## src/rtl/result_ram_reader.sv

```systemverilog
// result_ram_reader
//   Walks the 64-entry signed result RAM through its synchronous read port,
//   streams each word on a valid/ready interface in linear index order and
//   accumulates a full-precision signed checksum of every delivered word.
//
// Ports:
//   clk          in   clock, rising edge
//   reset        in   synchronous active-high reset
//   start        in   single-cycle run request (ignored while a run is active)
//   busy         out  run in progress
//   done         out  run complete, held until next accepted start or reset
//   ram_rd_en    out  result RAM read strobe
//   ram_rd_addr  out  result RAM read address (holds when ram_rd_en is low)
//   ram_rd_data  in   result RAM read data, valid one cycle after ram_rd_en
//   out_valid    out  stream word available
//   out_ready    in   downstream accepts word
//   out_data     out  stream word (signed)
//   out_index    out  linear index of out_data
//   out_last     out  high with the final index
//   checksum     out  signed running sum of transferred words
module result_ram_reader #(
  parameter int DATA_W    = 19,
  parameter int ADDR_W    = 6,
  parameter int DEPTH     = 64,
  parameter int TRANSPOSE = 0
) (
  input  logic                     clk,
  input  logic                     reset,
  input  logic                     start,
  output logic                     busy,
  output logic                     done,
  output logic                     ram_rd_en,
  output logic [ADDR_W-1:0]        ram_rd_addr,
  input  logic [DATA_W-1:0]        ram_rd_data,
  output logic                     out_valid,
  input  logic                     out_ready,
  output logic [DATA_W-1:0]        out_data,
  output logic [ADDR_W-1:0]        out_index,
  output logic                     out_last,
  output logic signed [DATA_W+5:0] checksum
);

  localparam int CNT_W = ADDR_W + 1;
  localparam int SUM_W = DATA_W + 6;
  localparam int HALF  = ADDR_W / 2;
  localparam logic [CNT_W-1:0]  DEPTH_C   = CNT_W'(DEPTH);
  localparam logic [ADDR_W-1:0] PRE_LAST  = ADDR_W'(DEPTH - 2);

  typedef enum logic [1:0] {
    ST_IDLE = 2'd0,
    ST_READ = 2'd1,
    ST_DONE = 2'd2
  } state_t;

  // Linear issue index to RAM address; transpose swaps the row/column halves.
  function automatic logic [ADDR_W-1:0] map_addr(input logic [ADDR_W-1:0] idx);
    logic [ADDR_W-1:0] res;
    if (TRANSPOSE != 0) begin
      res = {idx[HALF-1:0], idx[ADDR_W-1:HALF]};
    end else begin
      res = idx;
    end
    return res;
  endfunction

  function automatic logic signed [SUM_W-1:0] sign_ext(input logic [DATA_W-1:0] d);
    return {{(SUM_W - DATA_W){d[DATA_W-1]}}, d};
  endfunction

  state_t                    state_r, state_s;
  logic [CNT_W-1:0]          issued_r;
  logic                      inflight_r;
  logic [1:0]                fifo_count_r;
  logic                      fifo_wr_ptr_r, fifo_rd_ptr_r;
  logic [DATA_W-1:0]         fifo_mem_r [2];
  logic [ADDR_W-1:0]         addr_hold_r;
  logic [ADDR_W-1:0]         out_index_r;
  logic                      out_last_r;
  logic signed [SUM_W-1:0]   checksum_r;
  logic                      busy_r, done_r;

  logic                      rd_en_s;
  logic                      pop_s;
  logic                      valid_s;
  logic                      start_ok_s;
  logic [2:0]                occupancy_s;
  logic [DATA_W-1:0]         head_s;

  assign valid_s     = (fifo_count_r != 2'd0);
  assign pop_s       = valid_s && out_ready;
  assign head_s      = fifo_mem_r[fifo_rd_ptr_r];
  assign start_ok_s  = start && (state_r != ST_READ);
  // Words buffered plus the read landing next edge, after this cycle's pop.
  assign occupancy_s = {1'b0, fifo_count_r} + {2'b00, inflight_r} - {2'b00, pop_s};

  // State register.
  always_ff @(posedge clk) begin
    if (reset) begin
      state_r <= ST_IDLE;
    end else begin
      state_r <= state_s;
    end
  end

  // Next-state and read-issue decision.
  always_comb begin
    state_s = state_r;
    rd_en_s = 1'b0;
    case (state_r)
      ST_IDLE, ST_DONE: begin
        if (start) begin
          state_s = ST_READ;
        end else begin
          state_s = state_r;
        end
      end
      ST_READ: begin
        rd_en_s = (issued_r < DEPTH_C) && (occupancy_s < 3'd2);
        if (pop_s && out_last_r) begin
          state_s = ST_DONE;
        end else begin
          state_s = ST_READ;
        end
      end
      default: begin
        state_s = ST_IDLE;
      end
    endcase
  end

  // Issue counter, FIFO bookkeeping, output counter, checksum and status flags.
  always_ff @(posedge clk) begin
    if (reset) begin
      issued_r      <= {CNT_W{1'b0}};
      inflight_r    <= 1'b0;
      fifo_count_r  <= 2'd0;
      fifo_wr_ptr_r <= 1'b0;
      fifo_rd_ptr_r <= 1'b0;
      addr_hold_r   <= {ADDR_W{1'b0}};
      out_index_r   <= {ADDR_W{1'b0}};
      out_last_r    <= 1'b0;
      checksum_r    <= {SUM_W{1'b0}};
      busy_r        <= 1'b0;
      done_r        <= 1'b0;
    end else if (start_ok_s) begin
      issued_r      <= {CNT_W{1'b0}};
      inflight_r    <= 1'b0;
      fifo_count_r  <= 2'd0;
      fifo_wr_ptr_r <= 1'b0;
      fifo_rd_ptr_r <= 1'b0;
      out_index_r   <= {ADDR_W{1'b0}};
      out_last_r    <= 1'b0;
      checksum_r    <= {SUM_W{1'b0}};
      busy_r        <= 1'b1;
      done_r        <= 1'b0;
    end else begin
      inflight_r   <= rd_en_s;
      fifo_count_r <= fifo_count_r + {1'b0, inflight_r} - {1'b0, pop_s};
      if (rd_en_s) begin
        issued_r    <= issued_r + {{(CNT_W-1){1'b0}}, 1'b1};
        addr_hold_r <= map_addr(issued_r[ADDR_W-1:0]);
      end
      if (inflight_r) begin
        fifo_wr_ptr_r <= ~fifo_wr_ptr_r;
      end
      if (pop_s) begin
        fifo_rd_ptr_r <= ~fifo_rd_ptr_r;
        out_index_r   <= out_index_r + {{(ADDR_W-1){1'b0}}, 1'b1};
        out_last_r    <= (out_index_r == PRE_LAST);
        checksum_r    <= checksum_r + sign_ext(head_s);
        if (out_last_r) begin
          busy_r <= 1'b0;
          done_r <= 1'b1;
        end
      end
    end
  end

  // FIFO storage: capture RAM data on the cycle after each read strobe.
  always_ff @(posedge clk) begin
    if (inflight_r && !reset) begin
      fifo_mem_r[fifo_wr_ptr_r] <= ram_rd_data;
    end
  end

  assign ram_rd_en   = rd_en_s;
  assign ram_rd_addr = rd_en_s ? map_addr(issued_r[ADDR_W-1:0]) : addr_hold_r;
  assign out_valid   = valid_s;
  assign out_data    = valid_s ? head_s : {DATA_W{1'b0}};
  assign out_index   = out_index_r;
  assign out_last    = out_last_r;
  assign checksum    = checksum_r;
  assign busy        = busy_r;
  assign done        = done_r;

endmodule
```

## config.mk

```make
export PLATFORM = sky130hd
export DESIGN_NAME = result_ram_reader
export DESIGN_NICKNAME = d
export VERILOG_FILES = /design/src/rtl/result_ram_reader.sv
export SDC_FILE = /design/constraint.sdc
export NUM_CORES = 1
export LEC_CHECK = 0
export ABC_CLOCK_PERIOD_IN_PS = 3700
export BUFFER_PORTS_ARGS = -buffer_cell sky130_fd_sc_hd__buf_2
export CAP_MARGIN = 20
export CELL_PAD_IN_SITES_DETAIL_PLACEMENT = 1
export CELL_PAD_IN_SITES_GLOBAL_PLACEMENT = 2
export CORE_MARGIN = 1
export CORE_UTILIZATION = 35
export DETAILED_ROUTE_END_ITERATION = 7
export HOLD_SLACK_MARGIN = 0.12
export PLACE_DENSITY_LB_ADDON = 0.3
export SLEW_MARGIN = 15
export SYNTH_ARGS = -nofsm -noshare
export SYNTH_HDL_FRONTEND = slang
export SYNTH_SLANG_ARGS = --single-unit
```

## constraint.sdc

```tcl
create_clock -name clk -period 3.7 [get_ports clk]
set_input_delay 0.74 -clock clk [delete_from_list [all_inputs] [get_ports clk]]
set_output_delay 0.74 -clock clk [all_outputs]
set_load 0.01 [all_outputs]
```

Yosys cells after proc, flatten, opt, wreduce, memory -nomap -nowiden
Memory sizes are Yosys's and may differ from the RTL's. A register that Yosys moved wholly into a read port is not among the register bits.
Index checks and enable logic that the tools add are counted.
{"block": "classes", "n_addsub": 7, "magnitude_cmp": 2, "eq_ne": 5, "n_mux": 13, "n_bitwise": 2, "reduce_logical": 14}
{"operator": "adder 25 x 19 -> 25 bit", "n": 1}
{"operator": "two-way mux 19 bit", "n": 1}
{"operator": "two-way mux 1 bit", "n": 8}
{"operator": "adder 7 x 1 -> 7 bit, second input constant", "n": 1}
{"operator": "< comparator 7 bit, second input constant", "n": 1}
{"operator": "adder 6 x 1 -> 6 bit, second input constant", "n": 1}
{"operator": "== test 6 bit, second input constant", "n": 1}
{"operator": "two-way mux 6 bit", "n": 1}
{"operator": "nonzero test 2 bit", "n": 3}
{"operator": "logical AND 1 bit", "n": 5}
{"operator": "two-way mux 2 bit", "n": 2}
{"operator": "one-hot mux 2 bit (2 select lines)", "n": 1}
{"operator": "AND reduction 2 bit", "n": 2}
{"operator": "OR reduction 2 bit", "n": 2}
{"operator": "adder 2 x 1 -> 3 bit", "n": 1}
{"operator": "< comparator 3 x 2 -> 1 bit, second input constant", "n": 1}
{"operator": "subtractor 3 x 1 -> 3 bit", "n": 1}
{"operator": "adder 2 x 1 -> 2 bit", "n": 1}
{"operator": "== test 2 x 1 -> 1 bit, second input constant", "n": 1}
{"operator": "== test 2 bit, second input constant", "n": 1}
{"operator": "logical NOT 2 bit", "n": 1}
{"operator": "inequality test 2 x 1 -> 1 bit, second input constant", "n": 1}
{"operator": "inequality test 2 bit, second input constant", "n": 1}
{"operator": "NOT 1 bit", "n": 2}
{"operator": "2 further kinds", "n": 2}
{"block": "word_totals", "ff_bits": 54, "mem_bits_rw": 38, "input_bits": 23, "out_inout_bits": 61, "elab_cells": 56, "mem_count": 1}
{"name": "fifo_mem_r", "words": 2, "width": 19, "rd": 1, "rd_clocked_by_memory_dff": 1, "write_ports": 1, "line_no": "75", "text": "logic [DATA_W-1:0] fifo_mem_r [2];"}

Longest topological paths before layout
Gate-level depths: netlist of run 1.
{"block": "logic_depth", "depth_word": 7, "mapped_depth": 12, "mapped_depth_nobuf": 11}

Least setup slack after synthesis of run 1
Ideal clock, no wire load.
{"block": "synth_path", "path_kind": "input to output", "start": "in out_ready", "end": "out ram_rd_addr[0]", "arrival_time_ps": 2621, "t_required_ps": 2960, "slack_ps": 339, "cell_stages": 7, "path_buffers": 1, "cell_sequence": "nand3_1 o21ai_0 ha_1 fa_1 nor4_2 buf_2 mux2_1"}
{"block": "synth_between", "elab_chain_cells": 6}
{"element": "from (decl)", "line_no": "36", "text": "input logic out_ready,"}
{"element": "logical AND 1 bit", "line_no": "90", "text": "assign pop_s = valid_s && out_ready;"}
{"element": "subtractor 3 x 1 -> 3 bit", "line_no": "94", "text": "assign occupancy_s = {1'b0, fifo_count_r} + {2'b00, inflight_r} - {2'b00, pop_s};"}
{"element": "net occupancy_s[1]", "line_no": "86", "text": "logic [2:0] occupancy_s;"}
{"element": "< comparator 3 x 2 -> 1 bit", "line_no": "118", "text": "rd_en_s = (issued_r < DEPTH_C) && (occupancy_s < 3'd2);"}
{"element": "logical AND 1 bit", "line_no": "118"}
{"element": "two-way mux 1 bit", "line_no": "109", "text": "case (state_r)"}
{"element": "net ram_rd_en", "line_no": "32", "text": "output logic ram_rd_en,"}
{"element": "two-way mux 6 bit"}
{"element": "to (decl)", "line_no": "33", "text": "output logic [ADDR_W-1:0] ram_rd_addr,"}
The timed path passes the listed nets, and every way through them passes these cells.

Worst setup path after layout of run 1
{"block": "layout_path", "start": "in out_ready", "end": "out ram_rd_addr[4]"}
{"block": "layout_between", "elab_chain_cells": 6}
{"element": "logical AND 1 bit", "line_no": "90"}
{"element": "subtractor 3 x 1 -> 3 bit", "line_no": "94"}
{"element": "net occupancy_s[1]", "line_no": "86"}
{"element": "< comparator 3 x 2 -> 1 bit", "line_no": "118"}
{"element": "logical AND 1 bit", "line_no": "118"}
{"element": "two-way mux 1 bit", "line_no": "109"}
{"element": "two-way mux 6 bit"}
The timed path passes the listed nets, and every way through them passes these cells.

==> results of run 1 <==
==> placed cells by master, fill, tap and decap left out, types with 6 or more instances in the layout <==
| cell type | n |
|---|---|
| o21ai_1 | 8 |
| xor2_1 | 11 |
| clkbuf_16 | 10 |
| edfxtp_1 | 38 |
| nor3_1 | 8 |
| nand2_1 | 54 |
| dfxtp_1 | 55 |
| nand3_1 | 17 |
| and3_1 | 8 |
| a21oi_1 | 40 |
| buf_4 | 9 |
| a211oi_1 | 6 |
| mux2_2 | 20 |
| o21ai_0 | 13 |
| nand4_1 | 10 |
| nor2b_1 | 11 |
| nor2_1 | 37 |
| buf_2 | 83 |
| a21o_1 | 12 |
| ha_1 | 28 |
| xnor2_1 | 17 |
| and2_1 | 22 |
| inv_1 | 8 |
| o211ai_1 | 6 |
==> cell families after synthesis <==
family	share of synthesized area, %
compound gates	13.8
xor+xnor	5.03
fa+ha+maj	8.00
buf+inv	2.72
flops	46.0
mux	6.36
simple gates	18.1
==> path summary, 6_finish.rpt <==
| path | startpoint | end | slack (ps) | cells after the start |
|---|---|---|---|---|
| worst max register to register | flip-flop | checksum[16] | 520 | 11 |
| worst min-delay path | busy | busy | 470 | 2 |
| worst min register to register | busy | busy | 470 | 2 |
| worst max-delay path | out_ready | ram_rd_addr[4] | 210 | 9 |
==> flip-flops by register name, indices dropped and copies added (netlist names), named ones only <==
register	flops
out_last	1
done	1
out_index	6
fifo_rd_ptr_r	1
busy	1
fifo_mem_r	38
fifo_count_r	2
checksum	25
addr_hold_r	6
fifo_wr_ptr_r	1
issued_r	7
inflight_r	1
state_r	2
==> stage by stage <==
| step | instances | power (uW) | area, sq um |
|---|---|---|---|
| final | 756 | 2120 | 5780 |
| after global placement | 740 | 1230 | 5480 |
| after CTS | 756 | 2160 | 5780 |
| after floorplan | 496 | 1180 | 4880 |
| after global routing | 756 | 2210 | 5780 |
| after detailed placement | 740 | 1240 | 5480 |
==> layer usage <==
metal	vias to the layer above	share of wire [%]	wire, um	track usage (%)
li1	1942	-	-	-
met5	-	0	0	0
met4	0	1.2	151	5.31
met3	12	3.8	495	4.85
met1	1879	45	5870	23.9
met2	54	50	6390	32.6
==> critical path, stage by stage <==
cell and delay, ps:
buf_2 120, nand3_1 110, o21ai_0 100, ha_1 200, fa_1 470, nor4_2 260, buf_4 240, mux2_2 360
buf_2 140
==> power breakdown <==
group	internal (uW)	switching (uW)	total, uW
sequential	1080	7.21	1080
clock	500	412	913
combinational	47.7	79.2	127
total	1620	499	2120
==> layout make-up <==
class / count / area, sq um / share of cell area [%]
clock buffer: 10 / 250 / 4.33
clock inverter: 6 / 43.8 / 0.758
inverter: 7 / 26.3 / 0.455
multi-input combinational: 372 / 2510 / 43.5
sequential: 93 / 2240 / 38.8
tap: 176 / 220 / 3.81
timing repair buffer: 92 / 483 / 8.36
==> metrics.md, run 1 <==
| Metric | Value |
|---|---|
| Die Y | `approximately 120 um` |
| Min Clock Period, post-route | `~3500 ps` |
| WL final | `12.9 mm` |
| Post-synth top area share | `between 20% and 30%` |
| Setup Slack @ Placement | `between 150 and 200 ps` |
| Most common library cells after synthesis | `55 x dfxtp_1, 54 x nand2_1, 40 x a21oi_1` |
| Final-report hold violation count | `0` |
| Die Area | `~14000 sq um` |
| Initial core utilization | `a little over a third` |
| Layout Area Growth over Synthesis | `18.4%` |
| Final worst hold slack | `469 ps` |
| Final core occ | `43.1%` |
| Slew Viols, Final | `0` |
| Root Buffer | `clkbuf_16` |
| Fillers | `1548` |
| Clk Latency, worst-skew pair | `350 ps` |
| Vias | `about 4000` |
| Count leader, synth | `dfxtp_1` |
| # port buffers | `between 80 and 90` |
| Postcts setup bufs | `0` |
| Peak supply drop | `between 0.3 and 0.4 mV` |
| Post-DRT Antenna Nets | `0` |
| Clock slew at reported path FFs | `~70 ps` |
| Vias in the first global route | `approximately 4100` |
| Crit path kind | `in -> out` |
| # IOs | `84` |
| Initial detailed-routing violation count | `between 100 and 150` |
| Mapped Area | `~4900 sq um` |
| Setup crit end kind | `output port` |
| Routed wire per std cell | `about 17 um` |
| Max-cap violation count | `0` |
| RSZ-0062 raised after global routing | `false` |
| Initial antenna violation count | `0` |
| TritonCTS clock tree | `yes` |
| Fraction of layout cells with a size suffix above 1 | `between 20 and 25%` |
| PostCTS Resize Cnt | `0` |
| Power Density | `roughly 370 nW/um^2` |
| Finish-stage setup viols | `0` |
| Mapped Nets | `~550` |
| Worst slew margin | `about two fifths` |
| Asr flop ratio synth | `0%` |
| Row cnt | `42` |
| Outcome | `completed` |
| Worst-Margin Slew | `879 ps` |
| Pin count of the biggest net entering global routing | `34` |
| Cell count after synthesis | `about 500` |
| Number of flops mapped to enable cells by yosys | `38` |
| TritonCTS Buffers | `9` |
| H-tree depth | `3` |
| Routability cong. | `just over 0.8` |
| CP Launch Type | `primary input` |
| Most used DFF post-synth | `dfxtp_1` |
| DRC violations left | `0` |
| Post-synth top area cell | `edfxtp_1` |
| Syn Area/Cell | `around 9.8 sq um` |
| CTS Buffer Depth | `2` |
| GRT Residual Overflow | `0` |
| Core footprint | `about 13000 sq um` |
| First-pass GRT wire length | `roughly 21 mm` |
| Static leakage | `0.00249 uW` |
| Worst EP arrival | `~2800 ps` |
| Number of diodes | `0` |
| Setup Skew | `8.20 ps` |
| Hold buffers post-CTS | `0` |
| Critical path required time | `around 3000 ps` |
| Total Routing Usage GR | `a little under a fifth` |
| Hold Crit Class | `reg -> reg` |
| Final Net Count | `between 600 and 700` |
| Sequential element share of the synthesized area | `about 46%` |
| Setup_tns | `0 ps` |
| DRT Pass-1 Iters | `4` |
| Fmax | `between 200 and 300 MHz` |
| Number of library cell types mapped by synthesis | `49` |
| Ranking of synthesized cells by area | `edfxtp_1 23%, dfxtp_1 23%, ha_1 7.2%` |
| TritonCTS Sinks | `93` |
| Ys Warns | `0` |
| Fin crit share | `a little over nine tenths` |
| FF+latch count, synth | `93` |
| Die X-Extent | `about 120 um` |
| Final WS setup | `between 200 and 250 ps` |
| Vias per cell | `slightly above 5` |
| CP Max Fanout | `13` |
| HPWL Detailed | `around 10 mm` |
(Power assumes the default switching activity.)
==> inputs of run 2 (changes only) <==
--- a/config.mk
+++ b/config.mk
@@ -10,11 +10,11 @@
 export CAP_MARGIN = 20
 export CELL_PAD_IN_SITES_DETAIL_PLACEMENT = 1
 export CELL_PAD_IN_SITES_GLOBAL_PLACEMENT = 2
-export CORE_MARGIN = 1
+export CORE_MARGIN = 5
 export CORE_UTILIZATION = 35
 export DETAILED_ROUTE_END_ITERATION = 7
 export HOLD_SLACK_MARGIN = 0.12
-export PLACE_DENSITY_LB_ADDON = 0.3
+export PLACE_DENSITY_LB_ADDON = 0.1
 export SLEW_MARGIN = 15
 export SYNTH_ARGS = -nofsm -noshare
 export SYNTH_HDL_FRONTEND = slang
==> metrics.md, run 2 (same netlist as run 1, synthesis figures left out) <==
| Metric | Value |
|---|---|
| Outcome | `completed` |
| Root Buffer | `clkbuf_16` |
| Total Routing Usage GR | `approximately 17%` |
| Critical path required time | `about 3000 ps` |
| TritonCTS Sinks | `93` |
| Switching share of total power | `around 25%` |
| Most common cell after layout, fill and taps aside | `buf_2` |
| Core footprint | `~14000 sq um` |
| Fin crit share | `around 95%` |
| Vias | `roughly 3900` |
| HPWL Detailed | `between 10 and 15 mm` |
| Worst-path cell with the longest stage delay | `fa_1` |
| # port buffers | `between 80 and 90` |
| Max-cap violation count | `0` |
| Post-DRT Antenna Nets | `0` |
| Setup Skew | `around 9 ps` |
| Static leakage | `about 0.0025 uW` |
| Worst-Margin Slew | `899 ps` |
| # IOs | `84` |
| Max reg flops | `38` |
| CTS Buffer Depth | `2` |
| Row cnt | `between 40 and 50` |
| Sequential Power Share | `between 50% and 60%` |
| Worst EP arrival | `between 2000 and 3000 ps` |
| Final-report hold violation count | `0` |
| TritonCTS clock tree | `yes` |
| Initial antenna violation count | `1` |
| Routed wire per std cell | `17.4 um` |
| Layout Area Growth over Synthesis | `18.5%` |
| Clk Latency, worst-skew pair | `350 ps` |
| Fmax | `~280 MHz` |
| CP Launch Type | `primary input` |
| CP Max Fanout | `13` |
| TritonCTS Buffers | `9` |
| Vias per cell | `5.15` |
| PostCTS Resize Cnt | `0` |
| RSZ-0062 raised after global routing | `false` |
| Worst slew margin | `between 40% and 50%` |
| H-tree depth | `3` |
| Largest stage delay, worst path | `about 480 ps` |
| Number of diodes | `0` |
| Routability cong. | `around 0.85` |
| Register with the most flip-flops | `fifo_mem_r` |
| Vias in the first global route | `4156` |
| Initial detailed-routing violation count | `roughly 170` |
| Setup crit end kind | `output port` |
| Clock slew at reported path FFs | `70 ps` |
| Combinational Power Share | `under 10%` |
| Hold buffers post-CTS | `0` |
| Postcts setup bufs | `0` |
| Register Area | `approximately 2200 sq um` |
| GRT Residual Overflow | `0` |
| DRT Pass-1 Iters | `4` |
| Power Density | `~370 nW/um^2` |
| Die Area | `between 15000 and 20000 sq um` |
| Initial core utilization | `between 30% and 40%` |
| Clock power share | `a little over two fifths` |
| Fillers | `1622` |
| Slew Viols, Final | `0` |
| Most used cell, CP | `buf_2` |
| Setup_tns | `0 ps` |
| WL final | `roughly 13 mm` |
| Pin count of the biggest net entering global routing | `34` |
| Crit path kind | `in -> out` |
| DRC violations left | `0` |
| Hold Crit Class | `reg -> reg` |
| Peak supply drop | `0.262 mV` |
| Final Cell Area | `5780 sq um` |
| Die Y | `~130 um` |
| Placed cell area | `5490 sq um` |
| First-pass GRT wire length | `approximately 22 mm` |
| Most frequent cells in the layout | `83 x buf_2, 55 x dfxtp_1, 54 x nand2_1` |
| Crit-path cells | `buf_2 > nand3_1 > o21ai_0 > ha_1 > fa_1 > nor4_2 > buf_4 > mux2_1 > buf_2` |
| Cell Int Power | `around 1600 uW` |
| Fraction of layout cells with a size suffix above 1 | `between 20 and 25%` |
| Min Clock Period, post-route | `3520 ps` |
| Net Sw Power | `approximately 530 uW` |
| Final Net Count | `around 630` |
| Die X-Extent | `between 100 and 150 um` |
| Multi-input gate area | `~2500 sq um` |
| Finish-stage setup viols | `0` |
==> run 2: area by class of cell <==
cell class | instances | share of cell area [%]
multi-input combinational | 372 | 43.4
sequential | 93 | 38.8
timing repair buffer | 92 | 8.36
clock buffer | 9 | 3.90
tap | 180 | 3.90
clock inverter | 7 | 1.17
inverter | 7 | 0.455
==> run 2: layer usage <==
metal	vias to the layer above	part of all wire, %	global-route usage (%)
met5	-	0.053	0
met4	2	1.2	4.56
met3	17	4.0	4.79
met2	57	49	28.1
met1	1902	46	21.5
li1	1939	-	-
==> run 2: metrics by stage <==
step | setup WS (ps) | hold slack, ps | utilization (%) | power (uW) | instances
after floorplan | 339 | 446 | - | 1180 | 496
after global placement | 234 | 446 | 39.8 | 1230 | 744
after detailed placement | 173 | 454 | 39.8 | 1240 | 744
after CTS | 146 | 472 | 42.0 | 2170 | 760
after global routing | 69.8 | 494 | 42.0 | 2230 | 760
final | 177 | 464 | 42.0 | 2130 | 760
==> run 2: path summary, 6_finish.rpt <==
kind / startpoint / end / slack (ps) / cells past startpoint
worst max register to register: flip-flop / checksum[18] / 550 / 11
worst max-delay path: out_ready / ram_rd_addr[1] / 180 / 9
worst min-delay path: busy / busy / 460 / 2
worst min register to register: busy / busy / 460 / 2
==> run 2: power by group through the flow <==
stage               Combinational (uW)  Sequential [uW]  Clock, uW
floorplan                         77.1             1110          0
global placement                   128             1110          0
detailed placement                 130             1110          0
finish                             128             1080        915
global route                       143             1080       1000
CTS                                131             1080        953
==> run 2: worst max-delay path: cells and delay by family <==
kind,cells,cell delay [ps]
compound gates,1,110
fa+ha+maj,2,680
buf+inv,3,520
mux,1,350
simple gates,2,380
==> inputs of run 3 (changes only) <==
--- a/config.mk
+++ b/config.mk
@@ -9,9 +9,9 @@
 export BUFFER_PORTS_ARGS = -buffer_cell sky130_fd_sc_hd__buf_2
 export CAP_MARGIN = 20
 export CELL_PAD_IN_SITES_DETAIL_PLACEMENT = 1
-export CELL_PAD_IN_SITES_GLOBAL_PLACEMENT = 2
-export CORE_MARGIN = 5
-export CORE_UTILIZATION = 35
+export CELL_PAD_IN_SITES_GLOBAL_PLACEMENT = 1
+export CORE_MARGIN = 2
+export CORE_UTILIZATION = 43
 export DETAILED_ROUTE_END_ITERATION = 7
 export HOLD_SLACK_MARGIN = 0.12
 export PLACE_DENSITY_LB_ADDON = 0.1
@@ -19,3 +19,4 @@
 export SYNTH_ARGS = -nofsm -noshare
 export SYNTH_HDL_FRONTEND = slang
 export SYNTH_SLANG_ARGS = --single-unit
+export TNS_END_PERCENT = 5
==> metrics.md, run 3 (same netlist as run 1, synthesis figures left out) <==
| Metric | Value |
|---|---|
| Clock slew at reported path FFs | `70 ps` |
| Power Density | `377 nW/um^2` |
| Peak supply drop | `0.269 mV` |
| Routability cong. | `0.863` |
| Outcome | `completed` |
| Flop2flop setup slack | `approximately 450 ps` |
| Critical path required time | `about 3000 ps` |
| Hold buffers post-CTS | `0` |
| DRT Pass-1 Iters | `4` |
| TritonCTS clock tree | `yes` |
| DRC violations left | `0` |
| Core footprint | `around 11000 sq um` |
| Final-report hold violation count | `0` |
| Setup_tns | `0 ps` |
| Fraction of layout cells with a size suffix above 1 | `a little under a quarter` |
| Row cnt | `38` |
| Postcts setup bufs | `0` |
| Post-DRT Antenna Nets | `0` |
| Final worst hold slack | `roughly 470 ps` |
| # port buffers | `83` |
| Slew Viols, Final | `0` |
| Final Net Count | `approximately 630` |
| Min Clock Period, post-route | `3510 ps` |
| Routed wire per std cell | `18.1 um` |
| Finish-stage setup viols | `0` |
| Hold Crit Class | `reg -> reg` |
| Worst EP arrival | `2770 ps` |
| Number of diodes | `0` |
| Die X-Extent | `~110 um` |
| Setup Skew | `between 4 and 5 ps` |
| Crit path kind | `in -> out` |
| TritonCTS Buffers | `9` |
| GRT Residual Overflow | `0` |
| Clk Latency, worst-skew pair | `340 ps` |
| Fillers | `approximately 1300` |
| Vias per cell | `around 5.5` |
| Initial detailed-routing violation count | `150` |
| Max-cap violation count | `0` |
| CP Max Fanout | `13` |
| H-tree depth | `3` |
| Total Routing Usage GR | `22.0%` |
| HPWL Detailed | `just under 10 mm` |
| TritonCTS Sinks | `a little over 90` |
| Most frequent cells in the layout | `83 x buf_2, 55 x dfxtp_1, 54 x nand2_1` |
| Die Area | `12200 sq um` |
| Worst-Margin Slew | `around 900 ps` |
| Fin crit share | `a little over nine tenths` |
| PostCTS Resize Cnt | `0` |
| Most common cell after layout, fill and taps aside | `buf_2` |
| Worst slew margin | `slightly below 40%` |
| Max reg flops | `38` |
| Vias in the first global route | `between 4000 and 5000` |
| First-pass GRT wire length | `approximately 22 mm` |
| Fmax | `285 MHz` |
| Pin count of the biggest net entering global routing | `34` |
| Root Buffer | `clkbuf_16` |
| RSZ-0062 raised after global routing | `false` |
| Layout Area Growth over Synthesis | `17.7%` |
| Initial core utilization | `between 40% and 50%` |
| CTS Buffer Depth | `2` |
| # IOs | `84` |
| CP Launch Type | `primary input` |
| Die Y | `111 um` |
| Vias | `roughly 4000` |
| Register with the most flip-flops | `fifo_mem_r` |
| Setup crit end kind | `output port` |
| WL final | `13.0 mm` |
| Initial antenna violation count | `0` |
| Static leakage | `0.00249 uW` |
## run 3: path summary, 6_finish.rpt
check / from / depth (start not counted) / endpoint
setup / recovery: out_ready / 9 / ram_rd_addr[0]
hold / removal: checksum[23] / 2 / checksum[23]
setup reg to reg: flip-flop / 11 / checksum[16]
hold reg to reg: checksum[23] / 2 / checksum[23]
## run 3: report_power, final
part           total (uW)  switching (uW)  internal, uW
logic                 129            81.1          47.9
registers            1080            7.38          1080
clock network         949             419           531
total                2160             507          1660
## run 3: metal layers
layer | GRT usage, % | wire, um | vias to the layer above
met3 | 3.79 | 461 | 21
met4 | 8.08 | 236 | 0
li1 | - | - | 1935
met1 | 27.8 | 5940 | 1942
met2 | 37.9 | 6410 | 80
met5 | 0 | 0 | -
## run 3: metrics by stage
step	area, sq um	total power [uW]	instances	util (%)	setup WS (ps)
floorplan	4880	1180	496	-	339
global placement	5440	1230	703	49.8	246
detailed placement	5440	1240	703	49.8	172
CTS	5740	2180	719	52.5	171
global route	5740	2230	719	52.5	40.4
finish	5740	2160	719	52.5	187
## run 3: area by class of cell
| cell class | count | area [sq um] | share of cell area [%] |
|---|---|---|---|
| timing repair buffer | 91 | 488 | 8.50 |
| multi-input combinational | 372 | 2510 | 43.7 |
| sequential | 93 | 2240 | 39.1 |
| clock inverter | 6 | 70.1 | 1.22 |
| clock buffer | 10 | 229 | 3.99 |
| tap | 140 | 175 | 3.05 |
| inverter | 7 | 26.3 | 0.458 |
## run 3: critical path, stage by stage
cell and delay, ps:
buf_2 120, nand3_1 120, o21ai_0 100, ha_1 200, fa_1 480, nor4_2 250, buf_4 240, mux2_1 360
buf_2 150
